$ cat config.mk
export PLATFORM = sky130hd
export DESIGN_NAME = scan_sel_gen
export DESIGN_NICKNAME = d
export VERILOG_FILES = /design/src/rtl/scan_sel_gen_pkg.sv /design/src/rtl/scan_sel_gen_next_ch_pick.sv /design/src/rtl/scan_sel_gen.sv
export SDC_FILE = /design/constraint.sdc
export NUM_CORES = 1
export LEC_CHECK = 0
export BUFFER_PORTS_ARGS = -buffer_cell sky130_fd_sc_hd__buf_2
export CAP_MARGIN = 30
export CORE_UTILIZATION = 51
export DETAILED_ROUTE_END_ITERATION = 6
export PLACE_DENSITY_LB_ADDON = 0.3
export SKIP_CTS_REPAIR_TIMING = 1
export SYNTH_ARGS = -nofsm -noshare
export SYNTH_HDL_FRONTEND = slang
export SYNTH_SLANG_ARGS = --single-unit
export TNS_END_PERCENT = 30
$ cat constraint.sdc
create_clock -name i_clk -period 2.8 [get_ports i_clk]
set_input_delay 0.28 -clock i_clk [delete_from_list [all_inputs] [get_ports i_clk]]
set_output_delay 0.28 -clock i_clk [all_outputs]
set_load 0.02 [all_outputs]
$ cat src/rtl/scan_sel_gen_pkg.sv
// Shared definitions for the scan select generator: channel count,
// select width and the scan FSM state type.
package scan_pkg;

    localparam int NUM_CH = 4;
    localparam int SEL_W  = 2;

    typedef enum logic [1:0] {
        IDLE  = 2'd0,
        BLANK = 2'd1,
        DWELL = 2'd2
    } scan_state_t;

endpackage

$ cat src/rtl/scan_sel_gen_next_ch_pick.sv
// Rotating-priority channel picker. Searches the mask circularly starting
// at cur+1 (cur itself is the last candidate, so a single enabled channel
// picks itself). Driving cur with the highest index yields the lowest set
// bit, which the top module uses for the first pick out of IDLE.
module next_ch_pick
    import scan_pkg::*;
(
    input  logic [NUM_CH-1:0] i_mask,
    input  logic [SEL_W-1:0]  i_cur,
    output logic [SEL_W-1:0]  o_next,
    output logic              o_any,
    output logic              o_wrapped
);

    logic             w_found;
    logic [SEL_W-1:0] w_idx;
    logic [SEL_W-1:0] w_next;

    // First enabled channel after cur, wrapping modulo NUM_CH.
    always_comb begin
        w_found = 1'b0;
        w_idx   = i_cur;
        w_next  = i_cur;
        for (int k = 1; k <= NUM_CH; k++) begin
            w_idx = i_cur + SEL_W'(k);
            if (!w_found && i_mask[w_idx]) begin
                w_found = 1'b1;
                w_next  = w_idx;
            end else begin
                w_found = w_found;
            end
        end
    end

    assign o_next    = w_next;
    assign o_any     = |i_mask;
    assign o_wrapped = (w_next <= i_cur);

endmodule

$ cat src/rtl/scan_sel_gen.sv
// Round-robin select generator feeding a 2x4 decoder. Each enabled channel
// is preceded by BLANK_CYC blanking cycles and then held valid for a
// programmable dwell. All outputs are registered.
// Optional feature: define SCAN_FREEZE_EN to add the i_freeze input, which
// pauses the blank/dwell counters while high.
module scan_sel_gen
    import scan_pkg::*;
#(
    parameter int DWELL_W   = 16,
    parameter int BLANK_CYC = 2
) (
    input  logic               i_clk,
    input  logic               i_rst,
    input  logic               i_en,
    input  logic [DWELL_W-1:0] i_dwell,
    input  logic [NUM_CH-1:0]  i_mask,
`ifdef SCAN_FREEZE_EN
    input  logic               i_freeze,
`endif
    output logic [SEL_W-1:0]   o_sel,
    output logic               o_sel_valid,
    output logic               o_wrap,
    output logic               o_busy
);

    localparam int BLANK_W = (BLANK_CYC > 1) ? $clog2(BLANK_CYC) : 1;
    localparam logic [BLANK_W-1:0] BLANK_LOAD = BLANK_W'((BLANK_CYC > 0) ? BLANK_CYC - 1 : 0);
    localparam bit HAS_BLANK = (BLANK_CYC > 0);

    // Counters hold "cycles remaining after this one"; a dwell of 0 acts as 1.
    function automatic logic [DWELL_W-1:0] dwell_load(input logic [DWELL_W-1:0] d);
        return (d == DWELL_W'(0)) ? DWELL_W'(0) : d - DWELL_W'(1);
    endfunction

    scan_state_t        r_state;
    logic [SEL_W-1:0]   r_sel;
    logic               r_sel_valid;
    logic               r_wrap;
    logic               r_busy;
    logic [DWELL_W-1:0] r_dwell_cnt;
    logic [BLANK_W-1:0] r_blank_cnt;

    scan_state_t        w_state_nxt;
    logic [SEL_W-1:0]   w_sel_nxt;
    logic               w_wrap_nxt;
    logic [DWELL_W-1:0] w_dwell_nxt;
    logic [BLANK_W-1:0] w_blank_nxt;
    logic               w_hold;
    logic [SEL_W-1:0]   w_pick_cur;
    logic [SEL_W-1:0]   w_pick_next;
    logic               w_pick_any;
    logic               w_pick_wrapped;

`ifdef SCAN_FREEZE_EN
    assign w_hold = i_freeze;
`else
    assign w_hold = 1'b0;
`endif

    // Out of IDLE the search starts after the top index, giving the lowest set bit.
    assign w_pick_cur = (r_state == IDLE) ? SEL_W'(NUM_CH - 1) : r_sel;

    next_ch_pick u_pick (
        .i_mask    (i_mask),
        .i_cur     (w_pick_cur),
        .o_next    (w_pick_next),
        .o_any     (w_pick_any),
        .o_wrapped (w_pick_wrapped)
    );

    // Next-state, next-select and counter update for the scan FSM.
    always_comb begin
        w_state_nxt = r_state;
        w_sel_nxt   = r_sel;
        w_wrap_nxt  = 1'b0;
        w_dwell_nxt = r_dwell_cnt;
        w_blank_nxt = r_blank_cnt;
        if (!i_en) begin
            w_state_nxt = IDLE;
            w_dwell_nxt = DWELL_W'(0);
            w_blank_nxt = BLANK_W'(0);
        end else begin
            case (r_state)
                IDLE: begin
                    if (w_pick_any) begin
                        w_sel_nxt = w_pick_next;
                        if (HAS_BLANK) begin
                            w_state_nxt = BLANK;
                            w_blank_nxt = BLANK_LOAD;
                        end else begin
                            w_state_nxt = DWELL;
                            w_dwell_nxt = dwell_load(i_dwell);
                        end
                    end else begin
                        w_state_nxt = IDLE;
                    end
                end
                BLANK: begin
                    if (w_hold) begin
                        w_state_nxt = BLANK;
                    end else if (r_blank_cnt == BLANK_W'(0)) begin
                        w_state_nxt = DWELL;
                        w_dwell_nxt = dwell_load(i_dwell);
                    end else begin
                        w_blank_nxt = r_blank_cnt - BLANK_W'(1);
                    end
                end
                DWELL: begin
                    if (w_hold) begin
                        w_state_nxt = DWELL;
                    end else if (r_dwell_cnt != DWELL_W'(0)) begin
                        w_dwell_nxt = r_dwell_cnt - DWELL_W'(1);
                    end else if (!w_pick_any) begin
                        // Every channel masked off: finish the scan quietly.
                        w_state_nxt = IDLE;
                    end else begin
                        w_sel_nxt  = w_pick_next;
                        w_wrap_nxt = w_pick_wrapped;
                        if (HAS_BLANK) begin
                            w_state_nxt = BLANK;
                            w_blank_nxt = BLANK_LOAD;
                        end else begin
                            w_state_nxt = DWELL;
                            w_dwell_nxt = dwell_load(i_dwell);
                        end
                    end
                end
                default: begin
                    w_state_nxt = IDLE;
                end
            endcase
        end
    end

    // State, counter and output registers; reset overrides everything.
    always_ff @(posedge i_clk) begin
        if (i_rst) begin
            r_state     <= IDLE;
            r_sel       <= SEL_W'(0);
            r_sel_valid <= 1'b0;
            r_wrap      <= 1'b0;
            r_busy      <= 1'b0;
            r_dwell_cnt <= DWELL_W'(0);
            r_blank_cnt <= BLANK_W'(0);
        end else begin
            r_state     <= w_state_nxt;
            r_sel       <= w_sel_nxt;
            r_sel_valid <= (w_state_nxt == DWELL);
            r_wrap      <= w_wrap_nxt;
            r_busy      <= (w_state_nxt != IDLE);
            r_dwell_cnt <= w_dwell_nxt;
            r_blank_cnt <= w_blank_nxt;
        end
    end

    assign o_sel       = r_sel;
    assign o_sel_valid = r_sel_valid;
    assign o_wrap      = r_wrap;
    assign o_busy      = r_busy;

endmodule

==> qor.yml <==
setup_path:
  crit_type: "flop to flop"
  crit_family: "simple AND/OR/NAND/NOR gates"
  crit_fanout: 10
  cp_cell_sequence: "nor2_2 -> a2111oi_1 -> nor3_1 -> mux2i_1 -> a31o_2 -> nor2_1 -> ha_1 -> a21oi_1 -> a21oi_1 -> or4_1 -> nor3_1"
  worst-path-buf-inv: 0
  endpoint_kind: "flop"
  ff2ff_path_depth: 11
  worstPathRequired_ns: 3.00
  rr_startpoint: "r_state[1]"
  r2r_setup_slack_ns: 0.21
  rr_endpoint: "o_wrap"
  slowest_delay_ns: 0.41
  start_kind: "flop"
  cp_slowest_cell: "or4_1"
  critical_path_arrival_ns: 2.79
logic_synthesis:
  synth-async-reset-ratio_pct: 0
  yosysWarnings: 0
  synthXorXnorAreaFrac_pct: 6.94
  synth_mux_area_share_pct: 0.528
  synth_cells: 257
  synth_top_area_cell: "dfxtp_1"
  synth_area_leaders: "dfxtp_1 (25%), a21oi_1 (6.1%), nor2_1 (5.9%)"
  syn_nets: 286
  ys_seq_area_share_pct: 25.4
  yosys.area.top_type_share_pct: 25.4
  ys_types: 53
  synth_edf_count: 0
  synth_compound_area_share_pct: 26.3
  postSynthAreaPerCell_um2: 7.37
  yosys.area_share.simple_pct: 32.0
  synth_flop_cell: "dfxtp_1"
  synth_fa_ha_area_share_pct: 3.96
  syn_area_um2: 1890
  synth_top_family_by_area: "simple AND/OR/NAND/NOR gates"
  ys_ff_latch: 24
global_route:
  grt-ovfl-total: 0
  grt_pass1_vias: 1776
  grt_pass1_wl_um: 7870
  grt_max_degree: 18
  grt_antenna_before_repair: 0
  grt_usage_pct: 24.2
power:
  cellInternalPower_w: 0.000671
  p_per_area_nw_per_um2: 451
  sequentialPowerShare_pct: 38.8
  pwr-share-comb_pct: 29.5
  power_leakage_nw: 0.807
  p_sw_share_pct: 31.4
  power_w: 0.000977
  vdd_drop_max_mv: 0.307
  p_clk_share_pct: 31.7
  power_switching_w: 0.000307
final_layout:
  multiInputGateArea_um2: 1320
  fin_cells: 328
  diodes: 0
  fill_cells: 319
  final_cell_mix: "nor2_1 (30), buf_2 (27), a21oi_1 (23)"
  stdcell_area_um2: 2170
  nets: 312
  register_area_um2: 484
  area_growth_pct: 14.5
  drive_above_1_share_pct: 19.1
  final_common_cell: "nor2_1"
sta:
  max_slew.worst_pin.slew_ns: 0.650
  maxSlewViolCount: 0
  min_period_ns: 2.59
  fin_skew_ns: 0.00966
  grt_setup_unrepaired: "no"
  min_period_over_period_pct: 92.6
  finalSetupViolCount: 0
  slew_headroom_pct: 56.6
  fin_setup_tns_ns: 0
  hold_viol: 0
  holdWs_ns: 0.247
  fmax_mhz: 386
die:
  fp.dieW_um: 62.9
  pin_count: 28
  start_util_pct: 55.0
  dieArea_um2: 3960
  die_h_um: 62.9
  core_area_um2: 3440
  num_rows: 21
drt:
  routed_wl_um: 4520
  vias: 1994
  dr.pass1.iters: 4
  drc: 0
  via_per_inst: 6.08
  routedWlPerCell_um: 13.8
  detail-route-antenna-nets: 0
  first_iter_violations: 168
placement:
  dp_hpwl_um: 3420
  gp_congestion: 0.928
  dp_cells: 323
  io_buffers: 27
  dpl-instance-area_um2: 2080
status:
  outcome: "complete, no violations"
clock_network:
  clk_pin_slew_worst_paths_ns: 0.09
  cts_buffers: 3
  h-tree-depth: 1
  clockRootBuffer: "clkbuf_8"
  clock-sinks: 24
  worstSkewPairLatency_ns: 0.28
  tritoncts: "built"
  cts.path.max_buffers: 2
hold_path:
  hold_end: "o_sel[1]"
  min-delay-start: "i_rst"
  holdPathStages: 2
  worstHoldPathType: "primary input to flop"
flow_run:
  maxCapViolCount: 0
worst reg2reg max path, cell delays in order (launching register included):
cell       delay, ns
dfxtp_2         0.37
nor2_2          0.31
a2111oi_1       0.11
nor3_1          0.30
mux2i_1         0.22
a31o_2          0.13
nor2_1          0.04
ha_1            0.30
a21oi_1         0.14
a21oi_1         0.05
or4_1           0.41
nor3_1          0.14
registers in the layout, summed over array words and instances, names as in the netlist:
register / cells
r_dwell_cnt: 16
o_sel: 2
r_state: 2
o_busy: 1
o_sel_valid: 1
o_wrap: 1
r_blank_cnt: 1
per-stage QoR:
stage / util, % / worst slack [ns]
final: 63.0 / 0.207
after global routing: 63.0 / 0.0232
after CTS: 62.6 / 0.0680
after detailed placement: 60.5 / 0.119
after global placement: 60.5 / 0.234
after floorplan: - / 0.131
area by class of cell:
class / count / share of cell area [%]
clock buffers: 3 / 1.90
inverters: 8 / 1.38
repair buffers: 36 / 9.35
clock inverters: 1 / 1.38
flip-flops and latches: 24 / 22.3
well taps: 46 / 2.65
multi-input cells: 210 / 61.0
power by group through the flow:
stage                     Sequential, W  Combinational, W  Clock, W
final                          0.000379          0.000288  0.000310
after detailed placement       0.000386          0.000280         0
after CTS                      0.000378          0.000282  0.000317
after floorplan                0.000381          0.000200         0
after global routing           0.000383          0.000324  0.000329
after global placement         0.000385          0.000278         0
Yosys cell counts, types with 2 or more instances:
cell type	number
a21oi_1	23
o21ai_1	2
a31o_2	2
nor4b_1	5
a2111oi_0	2
nand4_1	3
nor4_1	10
and2_1	3
clkbuf_1	8
nand2b_1	3
dfxtp_1	24
ha_1	6
a211oi_1	2
xor2_1	5
nand2_1	20
o22ai_1	2
o32ai_1	3
buf_2	6
o31ai_1	2
nand3_1	2
o221ai_1	3
nor2b_1	4
inv_1	8
or4_1	3
o41ai_1	2
or3_1	4
nor4_2	2
nor2_1	30
nor3_1	9
xnor2_1	10
o21ai_0	22
or4b_2	3
a32o_1	4
how the worst max path moves through the flow:
stage | startpoint | slack (ns) | to | cells past startpoint
floorplan | o_sel[1] | 0.13 | o_wrap | 10
global placement | r_state[1] | 0.23 | o_wrap | 11
detailed placement | r_state[1] | 0.12 | o_wrap | 11
CTS | r_state[1] | 0.07 | o_wrap | 11
global route | r_state[1] | 0.02 | o_wrap | 11
finish | r_state[1] | 0.21 | o_wrap | 11
per-layer routing:
layer / GRT usage, % / vias to the layer above / part of all wire (%)
li1: - / 1011 / -
met1: 33.0 / 927 / 46
met2: 40.1 / 54 / 47
met3: 3.65 / 2 / 5.6
met4: 4.94 / 0 / 0.47
met5: 0 / - / 0
kinds of logic after synthesis:
| group | Yosys count |
|---|---|
| buffers and inverters | 23 |
| and+or+nand+nor | 110 |
| AOI/OAI and AO/OA | 78 |
| xor gates and xnor gates | 15 |
| DFF | 24 |
| adders and majority gates | 6 |
| muxes | 1 |
(Power assumes the default switching activity.)
